[src/rtl/calc_btn_pkg.sv]
// -----------------------------------------------------------------------------
// calc_btn_pkg
//   Shared types and constants for the calculator pushbutton conditioner.
//   - btn_state_t : per-button debounce FSM state
//   - BTN_*       : index of each button in the internal button vectors
//   - is_down()   : true in the states where the accepted (stable) level is 1
// -----------------------------------------------------------------------------
package calc_btn_pkg;

  typedef enum logic [1:0] {
    RELEASED     = 2'd0,
    PRESS_WAIT   = 2'd1,
    PRESSED      = 2'd2,
    RELEASE_WAIT = 2'd3
  } btn_state_t;

  localparam int BTN_C   = 0;
  localparam int BTN_L   = 1;
  localparam int BTN_U   = 2;
  localparam int BTN_R   = 3;
  localparam int BTN_D   = 4;
  localparam int NUM_BTN = 5;

  // A WAIT state still reports the level it is waiting to leave.
  function automatic logic is_down(btn_state_t st);
    return (st == PRESSED) || (st == RELEASE_WAIT);
  endfunction

endpackage

[src/rtl/calc_btn_if.sv]
// -----------------------------------------------------------------------------
// calc_btn_if
//   Raw button pins in, conditioned buttons out.
//   modport master : board / test side, drives *_i, observes *_o
//   modport slave  : calc_btn_cond, consumes *_i, drives *_o
//   btnc/btnl/btnr_o are debounced levels; btnu/btnd_o are one-cycle pulses.
// -----------------------------------------------------------------------------
interface calc_btn_if;
  logic btnc_i, btnl_i, btnr_i, btnu_i, btnd_i;
  logic btnc_o, btnl_o, btnr_o, btnu_o, btnd_o;

  modport master (
    output btnc_i, btnl_i, btnr_i, btnu_i, btnd_i,
    input  btnc_o, btnl_o, btnr_o, btnu_o, btnd_o
  );

  modport slave (
    input  btnc_i, btnl_i, btnr_i, btnu_i, btnd_i,
    output btnc_o, btnl_o, btnr_o, btnu_o, btnd_o
  );
endinterface

[src/rtl/calc_btn_debounce.sv]
// -----------------------------------------------------------------------------
// calc_btn_debounce
//   One button: 2-flop synchroniser, debounce counter/FSM, rise pulse.
//   clk, rst_n : clock, asynchronous active-low reset
//   pin_i      : raw asynchronous button pin
//   level_o    : accepted stable level
//   rise_o     : registered one-cycle pulse on the edge the level goes 0->1
// -----------------------------------------------------------------------------
module calc_btn_debounce
  import calc_btn_pkg::*;
#(
  parameter int DEBOUNCE_CYCLES = 1000000,
  parameter int CNT_W           = $clog2(DEBOUNCE_CYCLES + 1)
) (
  input  logic clk,
  input  logic rst_n,
  input  logic pin_i,
  output logic level_o,
  output logic rise_o
);

  localparam logic [CNT_W-1:0] CNT_LAST = CNT_W'(DEBOUNCE_CYCLES - 1);

  logic             sync1_q, sync2_q;
  btn_state_t       state_q, state_d;
  logic [CNT_W-1:0] cnt_q, cnt_d;
  logic             rise_q, rise_d;

  // NOTE: sequential state uses non-blocking assignments so every flop samples
  // the pre-edge value of its source; the synchroniser only works that way.
  always_ff @(posedge clk or negedge rst_n) begin
    if (!rst_n) begin
      sync1_q <= 1'b0;
      sync2_q <= 1'b0;
      state_q <= RELEASED;
      cnt_q   <= '0;
      rise_q  <= 1'b0;
    end else begin
      sync1_q <= pin_i;
      sync2_q <= sync1_q;
      state_q <= state_d;
      cnt_q   <= cnt_d;
      rise_q  <= rise_d;
    end
  end

  // The counter runs only while sync2 disagrees with the accepted level and
  // restarts from 0 whenever they agree, so a glitch never accumulates.
  always_comb begin
    // NOTE: defaults first, so no path through the case leaves a variable
    // unassigned and infers a latch.
    state_d = state_q;
    cnt_d   = '0;
    rise_d  = 1'b0;
    unique case (state_q)
      RELEASED: begin
        if (sync2_q) begin
          state_d = PRESS_WAIT;
          cnt_d   = cnt_q + 1'b1;
        end
      end
      PRESS_WAIT: begin
        if (!sync2_q) begin
          state_d = RELEASED;
        end else if (cnt_q == CNT_LAST) begin
          state_d = PRESSED;
          rise_d  = 1'b1;
        end else begin
          cnt_d = cnt_q + 1'b1;
        end
      end
      PRESSED: begin
        if (!sync2_q) begin
          state_d = RELEASE_WAIT;
          cnt_d   = cnt_q + 1'b1;
        end
      end
      RELEASE_WAIT: begin
        if (sync2_q) begin
          state_d = PRESSED;
        end else if (cnt_q == CNT_LAST) begin
          state_d = RELEASED;
        end else begin
          cnt_d = cnt_q + 1'b1;
        end
      end
      default: state_d = RELEASED;
    endcase
  end

  assign level_o = is_down(state_q);
  assign rise_o  = rise_q;

endmodule

[src/rtl/calc_btn_cond.sv]
// -----------------------------------------------------------------------------
// calc_btn_cond
//   Conditions the five calculator pushbuttons.
//   clk, rst_n : clock, asynchronous active-low reset
//   btn        : calc_btn_if.slave
//                btnc/btnl/btnr_o -> debounced levels (op-select code)
//                btnu/btnd_o      -> one-cycle press pulses (clear / load)
//   Optional macro CALC_BTN_AUTOREPEAT_EN: while btnd stays down, extra btnd_o
//   pulses REPEAT_DELAY cycles after the press pulse, then every REPEAT_PERIOD.
// -----------------------------------------------------------------------------
module calc_btn_cond
  import calc_btn_pkg::*;
#(
  parameter int DEBOUNCE_CYCLES = 1000000,
  parameter int CNT_W           = $clog2(DEBOUNCE_CYCLES + 1),
  parameter int REPEAT_DELAY    = 50000000,
  parameter int REPEAT_PERIOD   = 10000000
) (
  input  logic          clk,
  input  logic          rst_n,
  calc_btn_if.slave     btn
);

  logic [NUM_BTN-1:0] pin, level, rise;

  assign pin[BTN_C] = btn.btnc_i;
  assign pin[BTN_L] = btn.btnl_i;
  assign pin[BTN_U] = btn.btnu_i;
  assign pin[BTN_R] = btn.btnr_i;
  assign pin[BTN_D] = btn.btnd_i;

  for (genvar b = 0; b < NUM_BTN; b++) begin : g_btn
    calc_btn_debounce #(
      .DEBOUNCE_CYCLES (DEBOUNCE_CYCLES),
      .CNT_W           (CNT_W)
    ) u_debounce (
      .clk     (clk),
      .rst_n   (rst_n),
      .pin_i   (pin[b]),
      .level_o (level[b]),
      .rise_o  (rise[b])
    );
  end

  assign btn.btnc_o = level[BTN_C];
  assign btn.btnl_o = level[BTN_L];
  assign btn.btnr_o = level[BTN_R];
  assign btn.btnu_o = rise[BTN_U];

`ifdef CALC_BTN_AUTOREPEAT_EN
  localparam int REP_MAX = (REPEAT_DELAY > REPEAT_PERIOD) ? REPEAT_DELAY : REPEAT_PERIOD;
  localparam int REP_W   = $clog2(REP_MAX + 1);

  logic [REP_W-1:0] rep_cnt_q, rep_cnt_d;
  logic             in_period_q, in_period_d;  // 0: waiting out REPEAT_DELAY
  logic             rep_pulse_q, rep_pulse_d;

  always_ff @(posedge clk or negedge rst_n) begin
    if (!rst_n) begin
      rep_cnt_q   <= '0;
      in_period_q <= 1'b0;
      rep_pulse_q <= 1'b0;
    end else begin
      rep_cnt_q   <= rep_cnt_d;
      in_period_q <= in_period_d;
      rep_pulse_q <= rep_pulse_d;
    end
  end

  // The timer is held at 0 while btnd is up, so it starts counting on the
  // cycle the press pulse is visible and each pulse lands on count == limit-1.
  always_comb begin
    rep_cnt_d   = '0;
    in_period_d = 1'b0;
    rep_pulse_d = 1'b0;
    if (level[BTN_D]) begin
      in_period_d = in_period_q;
      if (rep_cnt_q == (in_period_q ? REP_W'(REPEAT_PERIOD - 1)
                                    : REP_W'(REPEAT_DELAY - 1))) begin
        rep_pulse_d = 1'b1;
        in_period_d = 1'b1;
      end else begin
        rep_cnt_d = rep_cnt_q + 1'b1;
      end
    end
  end

  assign btn.btnd_o = rise[BTN_D] | rep_pulse_q;

  logic unused_ok;
  assign unused_ok = &{1'b0, level[BTN_U], rise[BTN_C], rise[BTN_L], rise[BTN_R]};
`else
  assign btn.btnd_o = rise[BTN_D];

  logic unused_ok;
  assign unused_ok = &{1'b0, level[BTN_U], level[BTN_D], rise[BTN_C],
                       rise[BTN_L], rise[BTN_R], (REPEAT_DELAY > 0),
                       (REPEAT_PERIOD > 0)};
`endif

endmodule

[src/flat_wrapper.sv]
// flat-port wrapper written by rule: the top's interface ports become plain ports
module calc_btn_cond_flat import calc_btn_pkg::*;
#(
  parameter int DEBOUNCE_CYCLES = 1000000,
  parameter int CNT_W           = $clog2(DEBOUNCE_CYCLES + 1),
  parameter int REPEAT_DELAY    = 50000000,
  parameter int REPEAT_PERIOD   = 10000000
)
  (clk, rst_n, btn_btnc_i, btn_btnl_i, btn_btnr_i, btn_btnu_i, btn_btnd_i, btn_btnc_o, btn_btnl_o, btn_btnr_o, btn_btnu_o, btn_btnd_o);
  calc_btn_if btn_i ();
  input  logic clk;
  input  logic rst_n;
  input wire logic [$bits(btn_i.btnc_i)-1:0] btn_btnc_i;
  input wire logic [$bits(btn_i.btnl_i)-1:0] btn_btnl_i;
  input wire logic [$bits(btn_i.btnr_i)-1:0] btn_btnr_i;
  input wire logic [$bits(btn_i.btnu_i)-1:0] btn_btnu_i;
  input wire logic [$bits(btn_i.btnd_i)-1:0] btn_btnd_i;
  output wire logic [$bits(btn_i.btnc_o)-1:0] btn_btnc_o;
  output wire logic [$bits(btn_i.btnl_o)-1:0] btn_btnl_o;
  output wire logic [$bits(btn_i.btnr_o)-1:0] btn_btnr_o;
  output wire logic [$bits(btn_i.btnu_o)-1:0] btn_btnu_o;
  output wire logic [$bits(btn_i.btnd_o)-1:0] btn_btnd_o;
  assign btn_i.btnc_i = btn_btnc_i;
  assign btn_i.btnl_i = btn_btnl_i;
  assign btn_i.btnr_i = btn_btnr_i;
  assign btn_i.btnu_i = btn_btnu_i;
  assign btn_i.btnd_i = btn_btnd_i;
  assign btn_btnc_o = btn_i.btnc_o;
  assign btn_btnl_o = btn_i.btnl_o;
  assign btn_btnr_o = btn_i.btnr_o;
  assign btn_btnu_o = btn_i.btnu_o;
  assign btn_btnd_o = btn_i.btnd_o;
  calc_btn_cond #(.DEBOUNCE_CYCLES(DEBOUNCE_CYCLES), .CNT_W(CNT_W), .REPEAT_DELAY(REPEAT_DELAY), .REPEAT_PERIOD(REPEAT_PERIOD)) u_core (.clk(clk), .rst_n(rst_n), .btn(btn_i));
endmodule
[config.mk]
export PLATFORM = sky130hd
export DESIGN_NAME = calc_btn_cond_flat
export DESIGN_NICKNAME = d
export VERILOG_FILES = /design/src/rtl/calc_btn_pkg.sv /design/src/rtl/calc_btn_if.sv /design/src/rtl/calc_btn_debounce.sv /design/src/rtl/calc_btn_cond.sv /design/src/flat_wrapper.sv
export SDC_FILE = /design/constraint.sdc
export NUM_CORES = 1
export LEC_CHECK = 0
export CAP_MARGIN = 30
export CORE_MARGIN = 2
export CORE_UTILIZATION = 60
export CTS_CLUSTER_SIZE = 20
export DETAILED_ROUTE_END_ITERATION = 7
export PLACE_DENSITY_LB_ADDON = 0.12
export SLEW_MARGIN = 20
export SYNTH_ARGS = -nofsm -noshare
export SYNTH_HDL_FRONTEND = slang
export SYNTH_HIERARCHICAL = 1
export SYNTH_SLANG_ARGS = --single-unit
[constraint.sdc]
create_clock -name clk -period 2.13 [get_ports clk]
set_input_delay 0.5325 -clock clk [delete_from_list [all_inputs] [get_ports clk]]
set_output_delay 0.5325 -clock clk [all_outputs]
set_load 0.05 [all_outputs]
After elaboration in Yosys (flattened, before gate mapping)
Index checks and enable logic that the tools add are counted.
{"block": "classes", "addsub": 5, "eq_ne": 40, "reduce_logical": 13, "muxes": 71}
{"op": "20-bit two-way mux", "n": 25}
{"op": "20-bit case mux with 4 select lines", "n": 5}
{"op": "20-bit by 1-bit adder with 20-bit output (second input constant)", "n": 5}
{"op": "20-bit == test (second input constant)", "n": 5}
{"op": "2-bit two-way mux", "n": 30}
{"op": "2-bit case mux with 4 select lines", "n": 5}
{"op": "3-bit != test (second input constant)", "n": 10}
{"op": "2-bit == test (second input constant)", "n": 10}
{"op": "2-bit != test (second input constant)", "n": 10}
{"op": "4-bit AND reduction", "n": 5}
{"op": "2-bit by 1-bit == test with 1-bit output (second input constant)", "n": 5}
{"op": "2-bit logical NOT", "n": 5}
{"op": "1-bit two-way mux", "n": 6}
{"op": "1-bit logical OR", "n": 3}
{"block": "word_totals", "ff_bits": 122, "in_bits": 7, "wordCells": 151, "out_inout_bits": 5}

Logic depth before layout (Yosys ltp)
Gate-level depths: netlist of run 1.
{"block": "depth", "depth_word": 4, "mapped_depth": 7, "mapped_depth_nobuf": 5}

Cells and area by module
The synthesis of run 1 kept the hierarchy.
{"mod": "calc_btn_debounce (u_core.g_btn[1].u_debounce ...)", "cells_each": 117, "n_inst": 3, "seq_area_each_um2": 625.6, "area_per_inst_um2": 1169.9}
{"mod": "calc_btn_debounce (u_core.g_btn[4].u_debounce)", "cells_each": 114, "n_inst": 1, "seq_area_each_um2": 625.6, "area_per_inst_um2": 1173.6}
{"mod": "calc_btn_debounce (u_core.g_btn[0].u_debounce)", "cells_each": 110, "n_inst": 1, "seq_area_each_um2": 625.6, "area_per_inst_um2": 1167.4}

Worst setup path after synthesis of run 1
Ideal clock, no wire load.
{"block": "synth_path", "path_kind": "register to register", "start": "register u_core.g_btn[4].u_debounce.cnt_q[0]", "end": "register u_core.g_btn[4].u_debounce.cnt_q[10]", "path_buffers": 1, "arrival_time_ps": 1761, "setup_ps": 121, "period_less_slack_ps": 1883, "path_slack_ps": 247, "required_ps": 2009, "stages_incl_launch_ff": 7, "path_cell_list": "dfrtp_1 ha_1 and4_2 nand2_1 o31ai_2 buf_2 nor2_1"}
{"block": "synth_between", "elab_chain_cells": 4, "elab_cells_between_ends": 8, "cone_classes": "add/sub (1); eq/ne (1); mux (6)"}
{"item": "start: declaration", "line": "calc_btn_debounce.sv:26", "text": "logic [CNT_W-1:0] cnt_q, cnt_d;"}
{"item": "start signal: assignment", "line": "calc_btn_debounce.sv:42", "text": "cnt_q <= cnt_d;"}
{"item": "20-bit by 1-bit adder with 20-bit output or 20-bit == test (tied branches)"}
{"item": "20-bit two-way mux", "line": "calc_btn_debounce.sv:65, calc_btn_debounce.sv:81"}
{"item": "20-bit two-way mux (on tied branches)", "line": "calc_btn_debounce.sv:79, calc_btn_debounce.sv:63"}
{"item": "20-bit case mux with 4 select lines *", "line": "calc_btn_debounce.sv:55", "text": "unique case (state_q)"}
{"item": "via u_core.g_btn[4].u_debounce.cnt_d[10]", "line": "calc_btn_debounce.sv:26"}
The timed path passes the listed nets; every way through them passes the cells marked *.
A chain may end at the register's enable or synchronous reset.

Final worst setup path of run 1
{"block": "layout_path", "start": "register u_core.g_btn[2].u_debounce.cnt_q[2]", "end": "register u_core.g_btn[2].u_debounce.cnt_q[19]"}
{"block": "layout_between", "elab_chain_cells": 4, "elab_cells_between_ends": 8, "cone_classes": "add/sub (1); eq/ne (1); mux (6)"}
{"item": "start: declaration", "line": "calc_btn_debounce.sv:26"}
{"item": "start signal: assignment", "line": "calc_btn_debounce.sv:42"}
{"item": "20-bit by 1-bit adder with 20-bit output or 20-bit == test (tied branches)"}
{"item": "20-bit two-way mux", "line": "calc_btn_debounce.sv:65, calc_btn_debounce.sv:81"}
{"item": "20-bit two-way mux (on tied branches)", "line": "calc_btn_debounce.sv:79, calc_btn_debounce.sv:63"}
{"item": "20-bit case mux with 4 select lines *", "line": "calc_btn_debounce.sv:55"}
{"item": "via u_core.g_btn[2].u_debounce.cnt_d[19]", "line": "calc_btn_debounce.sv:26"}
Marks and branches as above.

==> run summary, run 1 <==
pwr dens -> 812 nW/um^2
Initial Util -> 62.1%
WL met1 -> 4890 um
crit path DAT -> 2.47 ns
DRT Wirelength -> 10,600 um
slowest CP cell -> or4_1
CP top delay family -> simple AND/OR/NAND/NOR gates
chain of cells forming the critical path -> nand3_2 > or4_1 > or4_1 > a21oi_1
met2 wire len -> 5260 um
Hold WC Path Type -> flop to flop
I/O pin cnt -> 12
initial DRC count -> 183
CP required -> 2.57 ns
Routed Antenna Nets -> 0
metal3 WL -> 297 um
clock sinks -> 122
DIE AREA -> 10,400 sq um
R2R setup slack -> 0.10 ns
fin nets -> 598
Post-Syn Nets -> 577
warnings from Yosys -> 6
clock buffer depth -> 2
port buffer count -> 11
Antenna Cells -> 0
post-DP HPWL -> 6820 um
Slew HR -> 66.8%
grt ovf -> 0
critical path fanouts, max -> 10
clock latency on the worst-skew pair -> 0.52 ns
first-pass iteration count of the detailed router -> 4
total track usage -> 23.4%
CTS tree -> done
leakage -> 2.71 nW
Total Power -> 5.37 mW
Slew @ Worst Pin -> 0.499 ns
# fillers -> 671
post-CTS setup buffers -> 0
fin crit share -> 95.3%
Hold Crit Start -> u_core/g_btn[4].u_debounce/sync1_q
max incr delay on CP -> 0.68 ns
Final Hold Fails -> 0
status -> complete, no violations
Final setup viols -> 0
initial antenna violation count -> 0
first-pass GRT wire length -> 19,000 um
Tmin final -> 2.03 ns
Setup Skew -> 0.00822 ns
CTS Buf Count -> 17
Crit path top cell by count -> or4_1
Die X -> 102 um
DRC viols -> 0
critical path class -> flop to flop
CP Buf/Inv Count -> 0
post-DR wirelength/cell -> 14.6 um
Post-Syn Instances -> 565
worst vdd ir -> 606 uV
pin count of the biggest net entering global routing -> 51
max layer used -> met4
r2r endpoint -> u_core/g_btn[2].u_debounce/cnt_q[19]
setup TNS -> 0 ns
Reg2Reg Depth -> 4
synthesized area -> 5730 sq um
Hold EP -> u_core/g_btn[4].u_debounce/sync2_q
maxcap violations -> 0
# H-tree levels -> 4
Avg Cell Area, Syn -> 10.1 sq um
share of layout cells above drive strength 1 -> 11.6%
P&R area growth vs syn -> 15.4%
Core ar. -> 9240 sq um
via/cell ratio -> 5.77
Die Ht -> 102 um
vias -> 4,186
CP startpoint -> u_core/g_btn[2].u_debounce/cnt_q[2]
reg2reg start -> u_core/g_btn[2].u_debounce/cnt_q[2]
Final Max Tran Viols -> 0
CP startpoint kind -> flop
clock transition time at the flip-flop clock pins of the worst setup and hold paths -> 0.06 ns
vias in the first global route -> 4,201
clk root buf -> clkbuf_8
Routability Congestion -> 0.792
RSZ-0062 raised after global routing -> no
element type at the critical path end -> flop
achievable frequency -> 0.493 GHz
site row count -> 35
Worst Hold Path Cells -> 0
[layer usage]
metal	global-route usage [%]	up-vias
li1	-	2045
met1	30.7	2086
met2	37.9	46
met3	6.07	9
met4	8.73	0
met5	0	-
[placed cells by master, fill, tap and decap left out, types with 2 or more instances in the layout]
cell type / count
buf_4: 9
bufinv_16: 3
nand3_2: 4
inv_1: 21
and4_2: 5
nand3_1: 22
o21ai_0: 18
clkbuf_16: 16
nor4bb_1: 3
or3_1: 25
clkinv_2: 4
nand4b_1: 2
ha_1: 5
or4_4: 2
a21oi_1: 34
dlygate4sd2_1: 5
clkbuf_8: 4
nand4_1: 21
and4_1: 3
buf_12: 2
or4_1: 21
nor2_1: 74
dfrtp_1: 122
o31ai_2: 4
and2_1: 2
clkbuf_1: 2
nand4_2: 3
xnor2_1: 30
xor2_1: 31
inv_2: 3
o31ai_1: 16
clkdlybuf4s50_1: 5
nand2_1: 36
nor4_1: 12
nor3_1: 11
mux2_2: 5
and3_1: 2
[registers in the layout, summed over array words and instances (netlist names), named ones only]
signal and count:
u_core/g_btn.u_debounce/cnt_q 100, u_core/g_btn.u_debounce/state_q 5, u_core/g_btn.u_debounce/sync1_q 5, u_core/g_btn.u_debounce/sync2_q 5, u_core/g_btn.u_debounce/rise_o 2
[area by class of cell]
cell class / instances / area [sq um] / share of cell area (%)
clock buffer: 22 / 463 / 7.00
inverter: 24 / 90.1 / 1.36
timing repair buffer: 22 / 211 / 3.20
multi-input combinational: 399 / 2520 / 38.1
tap: 129 / 161 / 2.44
clock inverter: 8 / 119 / 1.80
sequential: 122 / 3050 / 46.1
[worst max-delay path by stage]
stage,slack [ns],to,cells after the start
after global placement,0.21,u_core/g_btn[3].u_debounce/cnt_q[17],4
after CTS,0.10,u_core/g_btn[1].u_debounce/cnt_q[15],4
final,0.10,u_core/g_btn[2].u_debounce/cnt_q[19],4
after floorplan,0.25,u_core/g_btn[4].u_debounce/cnt_q[10],6
after global routing,0.001,u_core/g_btn[2].u_debounce/cnt_q[19],4
after detailed placement,0.13,u_core/g_btn[2].u_debounce/cnt_q[19],4
[per-stage QoR]
stage | instances | util, % | worst slack [ns] | instance area, sq um | hold WS (ns)
4_1_cts | 726 | 71.5 | 0.103 | 6610 | 0.353
3_3_place_gp | 695 | 65.2 | 0.208 | 6020 | 0.333
2_1_floorplan | 565 | - | 0.247 | 5730 | 0.237
5_1_grt | 726 | 71.6 | 0.00146 | 6620 | 0.357
6_report | 726 | 71.6 | 0.101 | 6620 | 0.354
3_5_place_dp | 695 | 65.2 | 0.125 | 6020 | 0.337
[where the power goes]
part / internal, mW / switching (mW) / total (mW) / leakage (nW)
Clock: 1.85 / 0.963 / 2.82 / 0.290
Sequential: 2.36 / 0.0324 / 2.39 / 1.66
Combinational: 0.0573 / 0.106 / 0.164 / 0.762
[timing repair]
action	CTS	global route
endpoints found under the hold margin	10	0
resized for setup	5	2
hold buffers	1	0
pin swaps	0	0
setup endpoints to repair	5	3
Power figures use the tool's default switching activity.
==> run 2, diff against run 1 <==
Settings changed: CTS_CLUSTER_SIZE 20 to 40, RECOVER_POWER set to 50.
==> run summary, run 2 (synthesized netlist as in run 1, its figures left out) <==
Hold WC Path Type -> flop to flop
fin nets -> 598 (unchanged)
DP Area -> 6020 sq um (unchanged)
vias -> 4,199 (+0.31%)
Initial Util -> 62.1% (unchanged)
chain of cells forming the critical path -> nand3_2 > or4_1 > or4_1 > a21oi_1
Routability Congestion -> 0.792 (unchanged)
Antenna Cells -> 0 (unchanged)
DRT Wirelength -> 10,600 um (+0.55%)
# fillers -> 673 (+0.30%)
post-route insts no fill -> 726 (unchanged)
leakage -> 2.70 nW (-0.46%)
vias in the first global route -> 4,201 (unchanged)
clock buffer depth -> 2 (unchanged)
Die Ht -> 102 um (unchanged)
Final setup viols -> 0 (unchanged)
Placement Setup Slack -> 0.125 ns (unchanged)
total track usage -> 23.4% (unchanged)
max incr delay on CP -> 0.68 ns (about the same)
first-pass iteration count of the detailed router -> 4 (unchanged)
Routed Antenna Nets -> 0 (unchanged)
maxcap violations -> 0 (unchanged)
critical path fanouts, max -> 10 (unchanged)
critical path class -> flop to flop
achievable frequency -> 0.494 GHz (+0.26%)
port buffer count -> 11 (unchanged)
Core ar. -> 9240 sq um (unchanged)
site row count -> 35 (unchanged)
Largest register FFs -> 100 (unchanged)
CP top delay family -> simple AND/OR/NAND/NOR gates
commonest non-fill, non-tap cells in the layout -> 122 x dfrtp_1, 74 x nor2_1, 36 x nand2_1, 34 x a21oi_1, 31 x xor2_1
Biggest register -> u_core/g_btn.u_debounce/cnt_q
status -> complete, no violations
CTS Buf Count -> 17 (unchanged)
Tmin final -> 2.02 ns (-0.00528 ns)
CP required -> 2.57 ns (about the same)
Final Max Tran Viols -> 0 (unchanged)
post-route cell area -> 6590 sq um (-0.47%)
first-pass GRT wire length -> 19,000 um (unchanged)
I/O pin cnt -> 12 (unchanged)
worst setup margin -> 0.106 ns (+0.00528 ns)
DRC viols -> 0 (unchanged)
dpl cells -> 695 (unchanged)
post-DP HPWL -> 6820 um (unchanged)
Slew @ Worst Pin -> 0.677 ns (+0.178 ns)
via/cell ratio -> 5.78 (+0.31%)
Setup Skew -> 0.00847 ns (+0.000245 ns)
clock transition time at the flip-flop clock pins of the worst setup and hold paths -> 0.06 ns (about the same)
initial antenna violation count -> 0 (unchanged)
RSZ-0062 raised after global routing -> no
crit path DAT -> 2.46 ns (about the same)
CP startpoint kind -> flop
Final Hold Fails -> 0 (unchanged)
worst vdd ir -> 606 uV (about the same)
DIE AREA -> 10,400 sq um (unchanged)
grt ovf -> 0 (unchanged)
Hold Slack -> 0.354 ns (-0.0000250 ns)
CP Buf/Inv Count -> 0 (unchanged)
most common cell after layout, fill and taps aside -> dfrtp_1
Slew HR -> 54.9% (-12 points)
fin crit share -> 95.0% (-0.25 points)
slowest CP cell -> or4_1
Die X -> 102 um (unchanged)
initial DRC count -> 203 (+11%)
pin count of the biggest net entering global routing -> 51 (unchanged)
post-DR wirelength/cell -> 14.6 um (+0.55%)
Crit path top cell by count -> or4_1
clock sinks -> 122 (unchanged)
setup TNS -> 0 ns (unchanged)
share of layout cells above drive strength 1 -> 11.4% (-0.17 points)
CTS tree -> done
P&R area growth vs syn -> 14.8%
pwr dens -> 814 nW/um^2 (+0.22%)
clk root buf -> clkbuf_8
post-CTS setup buffers -> 0 (unchanged)
clock latency on the worst-skew pair -> 0.51 ns (about the same)
# H-tree levels -> 4 (unchanged)
element type at the critical path end -> flop
==> run 2: changes by cell type in the layout (fill, tap and decap cells not counted) <==
cell             change
clkdlybuf4s50_1      -5
dlygate4sd3_1        +5
buf_12               -2
buf_4                -2
clkbuf_4             +2
clkbuf_1             +1
clkbuf_2             +1
==> run 2: where the power goes <==
group	switching [mW]	internal, mW
clock network	0.958	1.85
logic	0.106	0.0485
registers	0.0326	2.36
total	1.10	4.26
==> run 2: final timing paths <==
check	from	to	slack, ns	cells past startpoint
setup / recovery	u_core/g_btn[2].u_debounce/cnt_q[2]	u_core/g_btn[2].u_debounce/cnt_q[19]	0.11	4
setup reg to reg	u_core/g_btn[2].u_debounce/cnt_q[2]	u_core/g_btn[2].u_debounce/cnt_q[19]	0.11	4
hold reg to reg	u_core/g_btn[4].u_debounce/sync1_q	u_core/g_btn[4].u_debounce/sync2_q	0.35	0
min in group asynchronous	rst_n	u_core/g_btn[3].u_debounce/cnt_q[13]	0.58	2
hold / removal	u_core/g_btn[4].u_debounce/sync1_q	u_core/g_btn[4].u_debounce/sync2_q	0.35	0
max in group asynchronous	rst_n	u_core/g_btn[4].u_debounce/sync1_q	0.37	3
==> run 2: layer usage <==
layer | track usage, % | part of all wire, %
met4 | 8.73 | 1.2
met3 | 6.07 | 2.7
met1 | 30.7 | 46
met5 | 0 | 0
met2 | 37.9 | 50
==> run 2: timing repair <==
action | CTS | global route
hold buffers | 1 | 0
resized for setup | 5 | 2
endpoints found under the hold margin | 10 | 0
endpoints found under the setup margin | 5 | 3
pin swaps | 0 | 0
==> run 2: layout make-up <==
class / instances / area [sq um] / area share, %
Sequential cell: 122 / 3050 / 46.4
Multi-Input combinational cell: 399 / 2520 / 38.2
Clock buffer: 22 / 463 / 7.03
Timing Repair Buffer: 22 / 180 / 2.74
Tap cell: 129 / 161 / 2.45
Clock inverter: 8 / 119 / 1.81
Inverter: 24 / 90.1 / 1.37
==> run 2: stage by stage <==
| step | utilization [%] | total power, mW |
|---|---|---|
| after floorplan | - | 2.50 |
| after global placement | 65.2 | 2.59 |
| after detailed placement | 65.2 | 2.59 |
| after CTS | 71.5 | 5.43 |
| after global routing | 71.3 | 5.56 |
| final | 71.3 | 5.36 |
==> run 3, diff against run 2 <==
Settings changed: CORE_MARGIN 2 to unset.
Clock period 2.13 ns to 1.9 ns, I/O delays scaled along.
==> run summary, run 3 (synthesized netlist as in run 1, its figures left out) <==
post-DP HPWL -> 7350 um (+7.8%)
Hold Crit Start -> u_core/g_btn[2].u_debounce/sync1_q
dpl cells -> 734 (+5.6%)
r2r endpoint -> u_core/g_btn[3].u_debounce/cnt_q[18]
worst vdd ir -> 877 uV (+45%)
vias -> 4,378 (+4.3%)
clock transition time at the flip-flop clock pins of the worst setup and hold paths -> 0.05 ns (about the same)
setup TNS -> 0 ns (unchanged)
crit path DAT -> 2.25 ns (-0.21 ns)
Reg2Reg Depth -> 5 (+1)
leakage -> 2.86 nW (+6.0%)
site row count -> 35 (unchanged)
Slew @ Worst Pin -> 0.731 ns (+0.0542 ns)
CTS Buf Count -> 17 (unchanged)
Setup Skew -> 0.00789 ns (-0.000576 ns)
Final setup viols -> 0 (unchanged)
clock sinks -> 122 (unchanged)
CP required -> 2.32 ns (-0.25 ns)
DRT Wirelength -> 10,900 um (+2.8%)
clock latency on the worst-skew pair -> 0.50 ns (about the same)
Worst Hold Path Cells -> 0 (unchanged)
Largest register FFs -> 100 (unchanged)
# H-tree levels -> 4 (unchanged)
post-route insts no fill -> 768 (+5.8%)
post-DR wirelength/cell -> 14.2 um (-2.8%)
Routability Congestion -> 0.828 (+4.5%)
achievable frequency -> 0.548 GHz (+11%)
CP startpoint kind -> flop
port buffer count -> 11 (unchanged)
commonest non-fill, non-tap cells in the layout -> 122 x dfrtp_1, 74 x nor2_1, 51 x buf_4, 36 x nand2_1, 32 x a21oi_1
P&R area growth vs syn -> 20.4%
R2R setup slack -> 0.07 ns (-0.03 ns)
Final Hold Fails -> 0 (unchanged)
first-pass iteration count of the detailed router -> 4 (unchanged)
status -> complete, no violations
slowest CP cell -> or3_4
critical path class -> flop to flop
share of layout cells above drive strength 1 -> 20.5% (+9.1 points)
Core ar. -> 9240 sq um (unchanged)
Tmin final -> 1.83 ns (-0.198 ns)
vias in the first global route -> 4,361 (+3.8%)
first-pass GRT wire length -> 19,000 um (-0.14%)
I/O pin cnt -> 12 (unchanged)
clk root buf -> clkbuf_8
Final Max Tran Viols -> 0 (unchanged)
Routed Antenna Nets -> 0 (unchanged)
Die Ht -> 99.8 um (-2.0%)
Antenna Cells -> 0 (unchanged)
via/cell ratio -> 5.70 (-1.4%)
CTS tree -> done
most common cell after layout, fill and taps aside -> dfrtp_1
CP top delay family -> simple AND/OR/NAND/NOR gates
max incr delay on CP -> 0.43 ns (-0.25 ns)
RSZ-0062 raised after global routing -> yes
grt ovf -> 0 (unchanged)
fin crit share -> 96.1% (+1.1 points)
critical path fanouts, max -> 5 (-5)
total track usage -> 24.3% (+0.89 points)
element type at the critical path end -> flop
reg2reg start -> u_core/g_btn[3].u_debounce/cnt_q[0]
Initial Util -> 62.1% (unchanged)
clock buffer depth -> 2 (unchanged)
Biggest register -> u_core/g_btn.u_debounce/cnt_q
CP Buf/Inv Count -> 0 (unchanged)
pwr dens -> 810 nW/um^2 (-0.48%)
DIE AREA -> 9950 sq um (-3.9%)
Die X -> 99.8 um (-2.0%)
Hold EP -> u_core/g_btn[2].u_debounce/sync2_q
Hold Slack -> 0.345 ns (-0.00852 ns)
DRC viols -> 0 (unchanged)
pin count of the biggest net entering global routing -> 37 (-27%)
Slew HR -> 51.3% (-3.6 points)
initial antenna violation count -> 0 (unchanged)
fin nets -> 640 (+7.0%)
maxcap violations -> 0 (unchanged)
initial DRC count -> 96 (-53%)
chain of cells forming the critical path -> ha_2 > nand4_1 > or3_4 > or4_1 > a21oi_1
Hold WC Path Type -> flop to flop
==> run 3: final cells by class <==
| class | count | area, sq um |
|---|---|---|
| inverters | 24 | 90.1 |
| clock inverters | 8 | 47.5 |
| multi-input cells | 399 | 2610 |
| repair buffers | 64 | 485 |
| well taps | 129 | 161 |
| fillers | 648 | 2330 |
| flip-flops and latches | 122 | 3050 |
| clock buffers | 22 | 463 |
==> run 3: power breakdown <==
part / switching (mW) / internal [mW] / total [mW]
Sequential: 0.0298 / 2.64 / 2.67
Combinational: 0.130 / 0.0725 / 0.202
Clock: 1.04 / 1.67 / 2.71
==> run 3: worst max path at each step <==
| stage | start | endpoint | slack [ns] | cells past startpoint |
|---|---|---|---|---|
| 3_3_place_gp | u_core/g_btn[2].u_debounce/cnt_q[4] | u_core/g_btn[2].u_debounce/cnt_q[17] | 0.06 | 4 |
| 3_5_place_dp | u_core/g_btn[2].u_debounce/cnt_q[4] | u_core/g_btn[2].u_debounce/cnt_q[19] | -0.02 | 4 |
| 5_1_grt | u_core/g_btn[1].u_debounce/cnt_q[0] | u_core/g_btn[1].u_debounce/cnt_q[18] | -0.01 | 5 |
| 2_1_floorplan | u_core/g_btn[4].u_debounce/cnt_q[0] | u_core/g_btn[4].u_debounce/cnt_q[10] | 0.02 | 6 |
| 4_1_cts | u_core/g_btn[3].u_debounce/cnt_q[2] | u_core/g_btn[3].u_debounce/cnt_q[15] | 0.008 | 4 |
| 6_report | u_core/g_btn[3].u_debounce/cnt_q[0] | u_core/g_btn[3].u_debounce/cnt_q[18] | 0.07 | 5 |
==> run 3: metal layers <==
layer	share of wire [%]	wire length, um	global-route usage, %	up-vias
met5	0	0	0	-
met4	1.2	128	11.1	0
met3	2.9	319	6.11	10
met2	51	5590	39.5	59
met1	45	4900	30.8	2171
li1	-	-	-	2138
==> run 3: per-stage QoR <==
step                      total power [mW]  setup slack [ns]  util [%]  area [sq um]
after CTS                             5.68           0.00820      74.0          6840
after detailed placement              2.93           -0.0242      68.2          6300
after global placement                2.92            0.0597      68.2          6300
final                                 5.59            0.0740      74.7          6910
after global routing                  5.80           -0.0135      74.7          6910
after floorplan                       2.80            0.0172         -          5730
==> run 3: what timing repair did <==
item                                    4_1_cts  5_1_grt
endpoints found under the setup margin        5       58
resized for setup                             4       18
hold buffers                                  1        0
hold endpoints to repair                     25        0
pin swaps                                     0        4
gates cloned                                  0        0
setup buffers                                 0        3
